==> src/rtl/cnn_seq_pkg.sv <==
// Shared types and defaults for the CNN layer sequencer: FSM states, counter ops,
// and a helper that derives the fixed-latency layer mask from a layer-type list.
package cnn_seq_pkg;

   typedef enum logic [2:0] {
      S_IDLE,
      S_START,
      S_WAIT_HI,
      S_WAIT_LO,
      S_FUNC,
      S_FUNC_WAIT,
      S_NEXT
   } seq_state_t;

   typedef enum logic [1:0] {
      CNT_HOLD,
      CNT_LOAD,
      CNT_UP,
      CNT_DOWN
   } cnt_op_t;

   typedef enum logic [1:0] {
      LT_CONV,
      LT_POOL,
      LT_FC
   } layer_type_t;

   localparam int DEF_NUM_LAYERS   = 5;
   localparam int DEF_FIXED_LAT    = 16;
   localparam int DEF_FUNC_LAT     = 4;
   localparam int DEF_BUSY_TIMEOUT = 64;
   localparam int DEF_CNT_WIDTH    = 16;

   // Two bits per layer, layer 0 in the least significant slot.
   function automatic logic [31:0] mask_from_types(input logic [63:0] types, input int n);
      logic [31:0] m;
      m = '0;
      for (int i = 0; i < n && i < 32; i++)
         m[i] = (types[2*i +: 2] == LT_POOL);
      return m;
   endfunction

   localparam logic [63:0] DEF_LAYER_TYPES = 64'({LT_FC, LT_FC, LT_FC, LT_POOL, LT_CONV});
   localparam logic [DEF_NUM_LAYERS-1:0] DEF_FIXED_LAT_MASK =
      DEF_NUM_LAYERS'(mask_from_types(DEF_LAYER_TYPES, DEF_NUM_LAYERS));

endpackage

==> src/rtl/seq_wait_counter.sv <==
// Loadable up/down wait counter with a terminal-count compare, shared by the
// busy-rise timeout, fixed-latency wait and func wait phases of the sequencer.
module seq_wait_counter
   import cnn_seq_pkg::*;
#(
   parameter int cnt_width = DEF_CNT_WIDTH
)(
   input  logic                 clk,
   input  logic                 rst,
   input  logic [1:0]           op,
   input  logic [cnt_width-1:0] load_val,
   input  logic [cnt_width-1:0] term_val,
   output logic [cnt_width-1:0] count,
   output logic                 tc
);

   always_ff @(posedge clk or negedge rst) begin
      if (!rst) begin
         count <= '0;
      end else begin
         case (cnt_op_t'(op))
            CNT_LOAD: count <= load_val;
            CNT_UP:   count <= count + cnt_width'(1);
            CNT_DOWN: count <= count - cnt_width'(1);
            default:  count <= count;
         endcase
      end
   end

   assign tc = (count == term_val);

endmodule

==> src/rtl/cnn_layer_sequencer.sv <==
// Runs one inference through the CNN layer chain, one layer at a time, issuing
// start/func_start pulses and following each layer's busy handshake.
//
//   state       | meaning
//   ------------+----------------------------------------------------------
//   IDLE        | waiting for i_run
//   START       | o_start[idx] pulse; fixed layers load fixed_lat
//   WAIT_HI     | waiting for busy to rise, timeout after busy_timeout
//   WAIT_LO     | busy layer: wait for busy low; fixed layer: count down
//   FUNC        | o_func_start[idx] pulse; load func_lat
//   FUNC_WAIT   | count down func_lat
//   NEXT        | advance idx, or pulse o_done after the last layer
module cnn_layer_sequencer
   import cnn_seq_pkg::*;
#(
   parameter int                    num_layers     = DEF_NUM_LAYERS,
   parameter logic [num_layers-1:0] fixed_lat_mask = DEF_FIXED_LAT_MASK,
   parameter int                    fixed_lat      = DEF_FIXED_LAT,
   parameter int                    func_lat       = DEF_FUNC_LAT,
   parameter int                    busy_timeout   = DEF_BUSY_TIMEOUT,
   parameter int                    cnt_width      = DEF_CNT_WIDTH,
   localparam int                   idx_width      = (num_layers > 1) ? $clog2(num_layers) : 1
)(
   input  logic                  clk,
   input  logic                  rst,
   input  logic                  i_run,
   input  logic                  i_abort,
   input  logic [num_layers-1:0] i_layer_busy,
   output logic [num_layers-1:0] o_start,
   output logic [num_layers-1:0] o_func_start,
   output logic                  o_busy,
   output logic                  o_done,
   output logic                  o_error,
   output logic [idx_width-1:0]  o_layer_idx
);

   localparam logic [idx_width-1:0]  last_idx = idx_width'(num_layers - 1);
   localparam logic [num_layers-1:0] lay_one  = num_layers'(1);

   seq_state_t             state, state_nxt;
   logic [idx_width-1:0]   idx, idx_nxt;
   logic                   err_nxt;
   cnt_op_t                cnt_op;
   logic [cnt_width-1:0]   cnt_load, cnt_term, count;
   logic                   cnt_tc;
   logic                   lay_busy, lay_fixed;
   logic [num_layers-1:0]  start_nxt, func_nxt;
   logic                   done_nxt;

   assign lay_busy  = i_layer_busy[idx];
   assign lay_fixed = fixed_lat_mask[idx];
   assign cnt_term  = (state == S_WAIT_HI) ? cnt_width'(busy_timeout - 1) : cnt_width'(1);

   seq_wait_counter #(.cnt_width(cnt_width)) u_wait_counter (
      .clk      (clk),
      .rst      (rst),
      .op       (cnt_op),
      .load_val (cnt_load),
      .term_val (cnt_term),
      .count    (count),
      .tc       (cnt_tc)
   );

   always_comb begin
      state_nxt = state;
      idx_nxt   = idx;
      err_nxt   = o_error;
      cnt_op    = CNT_HOLD;
      cnt_load  = '0;
      case (state)
         S_IDLE: begin
            cnt_op = CNT_LOAD;
            if (i_run) begin
               state_nxt = S_START;
               idx_nxt   = '0;
               err_nxt   = 1'b0;
            end
         end
         S_START: begin
            if (lay_fixed) begin
               cnt_op    = CNT_LOAD;
               cnt_load  = cnt_width'(fixed_lat);
               state_nxt = S_WAIT_LO;
            end else begin
               cnt_op    = CNT_UP;
               state_nxt = S_WAIT_HI;
            end
         end
         S_WAIT_HI: begin
            cnt_op = CNT_UP;
            if (lay_busy) begin
               state_nxt = S_WAIT_LO;
            end else if (cnt_tc) begin
               err_nxt   = 1'b1;
               state_nxt = S_IDLE;
            end
         end
         S_WAIT_LO: begin
            if (lay_fixed) begin
               cnt_op = CNT_DOWN;
               if (cnt_tc) state_nxt = S_FUNC;
            end else if (!lay_busy) begin
               state_nxt = S_FUNC;
            end
         end
         S_FUNC: begin
            cnt_op    = CNT_LOAD;
            cnt_load  = cnt_width'(func_lat);
            state_nxt = S_FUNC_WAIT;
         end
         S_FUNC_WAIT: begin
            cnt_op = CNT_DOWN;
            if (cnt_tc) state_nxt = S_NEXT;
         end
         S_NEXT: begin
            cnt_op = CNT_LOAD;
            if (idx == last_idx) begin
               state_nxt = S_IDLE;
            end else begin
               idx_nxt   = idx + idx_width'(1);
               state_nxt = S_START;
            end
         end
         default: state_nxt = S_IDLE;
      endcase

      // Abort overrides everything except the sticky error flag.
      if (i_abort) begin
         state_nxt = S_IDLE;
         idx_nxt   = '0;
         err_nxt   = o_error;
         cnt_op    = CNT_LOAD;
         cnt_load  = '0;
      end

      start_nxt = (state_nxt == S_START) ? (lay_one << idx_nxt) : '0;
      func_nxt  = (state_nxt == S_FUNC)  ? (lay_one << idx_nxt) : '0;
      done_nxt  = (state_nxt == S_NEXT) && (idx_nxt == last_idx);
   end

   always_ff @(posedge clk or negedge rst) begin
      if (!rst) begin
         state        <= S_IDLE;
         idx          <= '0;
         o_error      <= 1'b0;
         o_start      <= '0;
         o_func_start <= '0;
         o_done       <= 1'b0;
      end else begin
         state        <= state_nxt;
         idx          <= idx_nxt;
         o_error      <= err_nxt;
         o_start      <= start_nxt;
         o_func_start <= func_nxt;
         o_done       <= done_nxt;
      end
   end

   assign o_busy      = (state != S_IDLE);
   assign o_layer_idx = idx;

endmodule

==> config.mk <==
export PLATFORM = sky130hd
export DESIGN_NAME = cnn_layer_sequencer
export DESIGN_NICKNAME = d
export VERILOG_FILES = /design/src/rtl/cnn_seq_pkg.sv /design/src/rtl/seq_wait_counter.sv /design/src/rtl/cnn_layer_sequencer.sv
export SDC_FILE = /design/constraint.sdc
export NUM_CORES = 1
export LEC_CHECK = 0
export ABC_AREA = 1
export CORE_AREA = 5 5 77 79
export DETAILED_ROUTE_END_ITERATION = 8
export DIE_AREA = 0 0 82 84
export PLACE_DENSITY_LB_ADDON = 0.12
export SLEW_MARGIN = 20
export SYNTH_ARGS = -nofsm -noshare
export SYNTH_HDL_FRONTEND = slang
export SYNTH_SLANG_ARGS = --single-unit
==> constraint.sdc <==
create_clock -name clk -period 3.25 [get_ports clk]
set_input_delay 0.8125 -clock clk [delete_from_list [all_inputs] [get_ports clk]]
set_output_delay 0.8125 -clock clk [all_outputs]
set_load 0.01 [all_outputs]
# After elaboration in Yosys (flattened, before gate mapping)
# Memories as Yosys holds them, arrays and structs flattened.
# Index checks and enable logic that the tools add are counted.
dict set report op_classes {
  n_mux 33
  n_lt_le_gt_ge 1
  n_addsub 3
  n_reduce_logical 7
  bitwise_logic 1
  n_eq_ne 18
  shifts 1
}
# operator n
set ops {}
lappend ops {{16-bit case mux with 3 select lines} 1}
lappend ops {{3-bit 2-to-1 mux} 11}
lappend ops {{3-bit equality test (second input constant)} 7}
lappend ops {{3-bit case mux with 7 select lines} 1}
lappend ops {{16-bit by 1-bit adder with 16-bit output (second input constant)} 1}
lappend ops {{16-bit by 6-bit equality test with 1-bit output} 1}
lappend ops {{16-bit 2-to-1 mux} 1}
lappend ops {{16-bit by 1-bit subtractor with 16-bit output (second input constant)} 1}
lappend ops {{5-bit 2-to-1 mux} 3}
lappend ops {{2-bit case mux with 5 select lines} 1}
lappend ops {{5-bit case mux with 2 select lines} 1}
lappend ops {{1-bit 2-to-1 mux} 7}
lappend ops {{3-bit by 1-bit equality test with 1-bit output (second input constant)} 2}
lappend ops {{3-bit by 2-bit equality test with 1-bit output (second input constant)} 2}
lappend ops {{2-bit 2-to-1 mux} 3}
lappend ops {{6-bit 2-to-1 mux} 1}
lappend ops {{2-bit inequality test (second input constant)} 3}
lappend ops {{3-bit case mux with 2 select lines} 1}
lappend ops {{3-bit nonzero test} 2}
lappend ops {{5-bit AND reduction} 1}
lappend ops {{1-bit by 3-bit left shift with 5-bit output (first input constant)} 1}
lappend ops {{2-bit equality test (second input constant)} 2}
lappend ops {{3-bit by 4-bit < comparator with 1-bit output (second input constant)} 1}
lappend ops {{3-bit by 1-bit adder with 3-bit output (second input constant)} 1}
lappend ops {{8 further kinds} 8}
dict set report word_totals {
  register_bits 34
  mem_count 1
  out_inout_bits 16
  mem_bits_ro 8
}
# name words width read_ports rd_ports_with_merged_regs write_ports line_no
set memory_table {}
lappend memory_table {{(name not given)} 8 1 1 0 0 cnn_layer_sequencer.sv:51} ;# assign lay_fixed = fixed_lat_mask[idx];

# Longest topological paths before layout
dict set report depth {
  ltp_word 9
  ltp_mapped 22
}

# Hierarchy
# From an unflattened synthesis, not the netlist that was laid out.
dict set report hier_totals {
  hier_cells 435
  hier_area_um2 2952.8
}
# module cells_each n_inst seq_area_each_um2 area_each_um2
set modules_own_cells {}
lappend modules_own_cells {seq_wait_counter 295 1 400.4 1883.1}
lappend modules_own_cells {cnn_layer_sequencer 140 1 450.4 1069.8}

# Least setup slack after synthesis
# No wires, ideal clock.
dict set report synth_timing {
  kind {reg2reg}
  start {reg idx[1] (netlist: o_layer_idx[1])}
  end {reg u_wait_counter.count[10]}
  n_path_buf 0
  t_required_ns 3.124
  slack_ns -0.165
  path_stages_with_launch 22
  period_less_slack_ns 3.415
  arrival_ns 3.289
  path_cell_list {dfrtp_1 > inv_1 > ha_1 > nand2_2 > inv_1 > nand2_1 > inv_1 > o21bai_1 > nand2_2 > nor2_1 > inv_1 > fa_1 > inv_1 > nand3_1 > nand2_1 > a21boi_0 > o21ai_0 > nand2_1 > nand2_1 > nand2_1 > nand2_1 > o22ai_1}
}
dict set report synth_via {
  elab_chain_cells 7
  elab_cells_between_ends 11
  classes_between {3 x eq/ne; 6 x mux; 1 x reduce/logical; 1 x memory}
}
# element line_no
set synth_rtl {}
lappend synth_rtl {{from (decl)} cnn_layer_sequencer.sv:41} ;# logic [idx_width-1:0] idx, idx_nxt;
lappend synth_rtl {{from (signal assigned)} cnn_layer_sequencer.sv:151} ;# idx <= idx_nxt;
lappend synth_rtl {{memory 8 x 1 bit *} n/a}
lappend synth_rtl {{1-bit 2-to-1 mux (implied by the code) *} cnn_layer_sequencer.sv:51}
lappend synth_rtl {{2-bit 2-to-1 mux (on tied branches)} {cnn_layer_sequencer.sv:99, cnn_layer_sequencer.sv:80}}
lappend synth_rtl {{2-bit case mux with 5 select lines *} cnn_layer_sequencer.sv:70} ;# case (state)
lappend synth_rtl {{2-bit 2-to-1 mux *} cnn_layer_sequencer.sv:128} ;# if (i_abort) begin
lappend synth_rtl {{2-bit equality test / 2-bit by 1-bit equality test with 1-bit output (equally long branches)} seq_wait_counter.sv:21} ;# case (cnt_op_t'(op))
lappend synth_rtl {{16-bit case mux with 3 select lines / 3-bit nonzero test (equally long branches)} n/a}
lappend synth_rtl {{to (signal assigned)} seq_wait_counter.sv:22} ;# CNT_LOAD: count <= load_val;
lappend synth_rtl {{to (signal assigned)} seq_wait_counter.sv:23} ;# CNT_UP: count <= count + cnt_width'(1);
lappend synth_rtl {{to (signal assigned)} seq_wait_counter.sv:24} ;# CNT_DOWN: count <= count - cnt_width'(1);
lappend synth_rtl {{to (decl)} seq_wait_counter.sv:13} ;# output logic [cnt_width-1:0] count,
# Every way passes the cells marked *; elsewhere a longest branch is shown, timed or not. The select of a mux whose other input is x is not followed.
# A chain may end at the register's enable or synchronous reset.

# Final worst setup path
dict set report layout_timing {
  start {reg idx[1] (netlist: o_layer_idx[1])}
  end {reg u_wait_counter.count[9]}
}
# The elaborated chain is that of the path after synthesis.

==> reports/qor.yml <==
avgSynthCellArea_sq_um: 7.61
portBuffers: 24
fin_area_sq_um: 3150
ys_seq_area_frac: 0.331
worst_clock_skew_ns: 0.0119
p_seq_frac: 0.302
areaGrowthSynthToFinish_pct: 22.5
gp_congestion: 0.923
leakagePower_nw: 1.57
critPathLaunchType: "flop"
cts_hold_buf: 0
p_switching_w: 0.000673
clk_pin_slew_ns: 0.08
ys.flop_type: "dfrtp_1"
htreeDepth: 2
start_util: 0.488
setup_viol: 0
die_w_um: 82
drcViolationCount: 0
required_ns: 3.42
syn_area_sq_um: 2570
vias_per_cell: 5.20
clock_path_buffers: 2
routedWlPerCell_um: 13.7
synth_seq_cells: 34
num_rows: 27
cp.arrival_ns: 3.15
synthMuxAreaShare: 0
p_per_area_nw_per_um2: 545
cp-end-kind: "flop"
fin_util: 0.598
power_frac_comb: 0.417
synth-simple-area-share: 0.321
tightest_slew_ns: 0.498
final_cell_mix: "nand2_1 (66), inv_1 (47), dfrtp_1 (33)"
crit_fanout: 8
drt-initial-drc-count: 82
grt_max_degree: 35
synthCells: 338
r2r-end: "u_wait_counter.count[9]"
min_delay_path_depth: 2
dp_hpwl_um: 4830
cts_sinks: 34
period_needed_ns: 2.99
synth_edf_count: 0
layout.nets: 407
switching_share: 0.392
fmax_mhz: 335
yosysWarnings: 0
drt_wl_total_um: 6220
antenna_found_initial: 0
p_clk_frac: 0.281
cts_buffers: 5
critPathKind: "reg -> reg"
vias: 2357
maxSlewHeadroom: 0.667
grt_use_total: 0.193
diodes: 0
nFillCells: 503
reg2reg_depth: 17
synth.distinct_cells: 42
timing.hold.ws_ns: 0.527
design_power_total_w: 0.00172
synth_top_family_by_area: "simple AND/OR/NAND/NOR gates"
io_pins: 25
die-height_um: 84
core_area_sq_um: 5270
hold_path_class: "reg -> reg"
antenna_left: 0
r2r_start: "o_layer_idx[1]"
grt_pass1_wl_um: 10400
drv_slew: 0
die_area_sq_um: 6890
grt_pass1_vias: 2262
vdd_drop_max_mv: 0.233
layout-drive-gt1-share: 0.215
synthArstFlopShare: 1.00
grt-ovfl-total: 0
rrSetupSlack_ns: 0.26
dpl_cell_area_sq_um: 2970
min_to: "o_error"
cp_slowest_cell: "dfrtp_2"
final_common_cell: "nand2_1"
fin_crit_sh: 0.919
hp-start: "o_error"
slowest_delay_ns: 0.39
p_int_w: 0.00104
status: "finished clean"
root_buffer: "clkbuf_8"
crit_chain: "inv_1 -> ha_1 -> nand2_2 -> inv_1 -> nand2_1 -> nand3_1 -> a21oi_2 -> nor2_4 -> buf_6 -> ha_1 -> a21o_1 -> a21oi_1 -> buf_4 -> nand2_1 -> a21oi_1 -> xor2_1 -> o22ai_1"
clk_latency_ns: 0.30
final_hold_viol_count: 0
synth_xor_xnor_area_share: 0.0136
max-cap-violations: 0
syn_nets: 365
cts_tree: "built"
synth_compound_area_frac: 0.152
yosys.area_share.adder: 0.0905
drt_first_pass_iters: 4
==> power by group through the flow <==
stage | Combinational [W] | Clock (W) | Sequential, W
after floorplan | 0.000512 | 0 | 0.000519
after global placement | 0.000690 | 0 | 0.000525
after detailed placement | 0.000698 | 0 | 0.000526
after CTS | 0.000701 | 0.000495 | 0.000519
after global routing | 0.000803 | 0.000512 | 0.000526
final | 0.000716 | 0.000482 | 0.000519
==> synth_stat cells (5+ instances only) <==
cell type	number	area, sq um
nand2_1	66	248
inv_1	48	180
dfrtp_1	34	851
nand3_1	26	130
nor2_1	23	86.3
ha_1	17	213
a21oi_1	16	80.1
nand2_2	15	93.8
o21ai_1	11	55.1
inv_2	10	37.5
o21ai_0	9	45.0
nand3_2	6	60.1
a21oi_2	5	43.8
nor2_2	5	31.3
nor3_2	5	50.1
==> metrics by stage <==
stage	setup slack (ns)	setup TNS (ns)	instances
floorplan	0.0634	0	338
global placement	0.0911	0	443
detailed placement	0.0454	0	443
CTS	0.148	0	451
global route	-0.0227	-0.0227	453
finish	0.263	0	453
==> kinds of logic (layout without fill, tap and decap cells) <==
family          count (synthesis)  in the layout
simple gates                  159            159
compound gates                 63             63
buf+inv                        60            103
flops                          34             34
fa+ha+maj                      18             18
xor+xnor                        4              4
==> how the worst max path moves through the flow <==
stage	start	cells past startpoint	endpoint	slack (ns)
2_1_floorplan	o_layer_idx[1]	21	u_wait_counter.count[10]	0.06
3_3_place_gp	i_abort	16	u_wait_counter.count[15]	0.09
3_5_place_dp	i_abort	17	u_wait_counter.count[15]	0.05
4_1_cts	o_layer_idx[1]	22	u_wait_counter.count[15]	0.15
5_1_grt	o_layer_idx[1]	23	u_wait_counter.count[15]	-0.02
6_report	o_layer_idx[1]	17	u_wait_counter.count[9]	0.26
==> worst max-delay path, delay by kind of cell (launching register included) <==
| family | cells | cell delay (ns) |
|---|---|---|
| AOI/OAI and AO/OA | 5 | 0.83 |
| adders and majority gates | 2 | 0.54 |
| and+or+nand+nor | 5 | 0.47 |
| buffers and inverters | 4 | 0.45 |
| DFF | 1 | 0.39 |
| xor gates and xnor gates | 1 | 0.17 |
==> timing repair <==
item,4_1_cts,5_1_grt
setup buffers,0,2
setup endpoints to repair,0,8
gates resized for setup,0,7
==> layout make-up <==
| cell class | instances | area, sq um | area share |
|---|---|---|---|
| Clock buffer | 5 | 68.8 | 0.0218 |
| Clock inverter | 3 | 68.8 | 0.0218 |
| Inverter | 58 | 218 | 0.0691 |
| Multi-Input combinational cell | 244 | 1510 | 0.480 |
| Sequential cell | 34 | 852 | 0.270 |
| Tap cell | 72 | 90.1 | 0.0286 |
| Timing Repair Buffer | 37 | 342 | 0.108 |
==> state kept, by name (all words and copies together), names as in the netlist <==
register / cells
o_layer_idx: 3
state: 3
o_error: 1
o_func_start: 5
u_wait_counter.count: 16
o_done: 1
o_start: 5
==> metal layers <==
layer	routed length, um	share of wire	GRT usage	up-vias
met5	0	0	0	-
met4	135	0.022	0.0725	0
met3	240	0.039	0.0346	14
met2	3170	0.51	0.337	51
met1	2680	0.43	0.229	1102
li1	-	-	-	1190
Power figures use the tool's default switching activity.
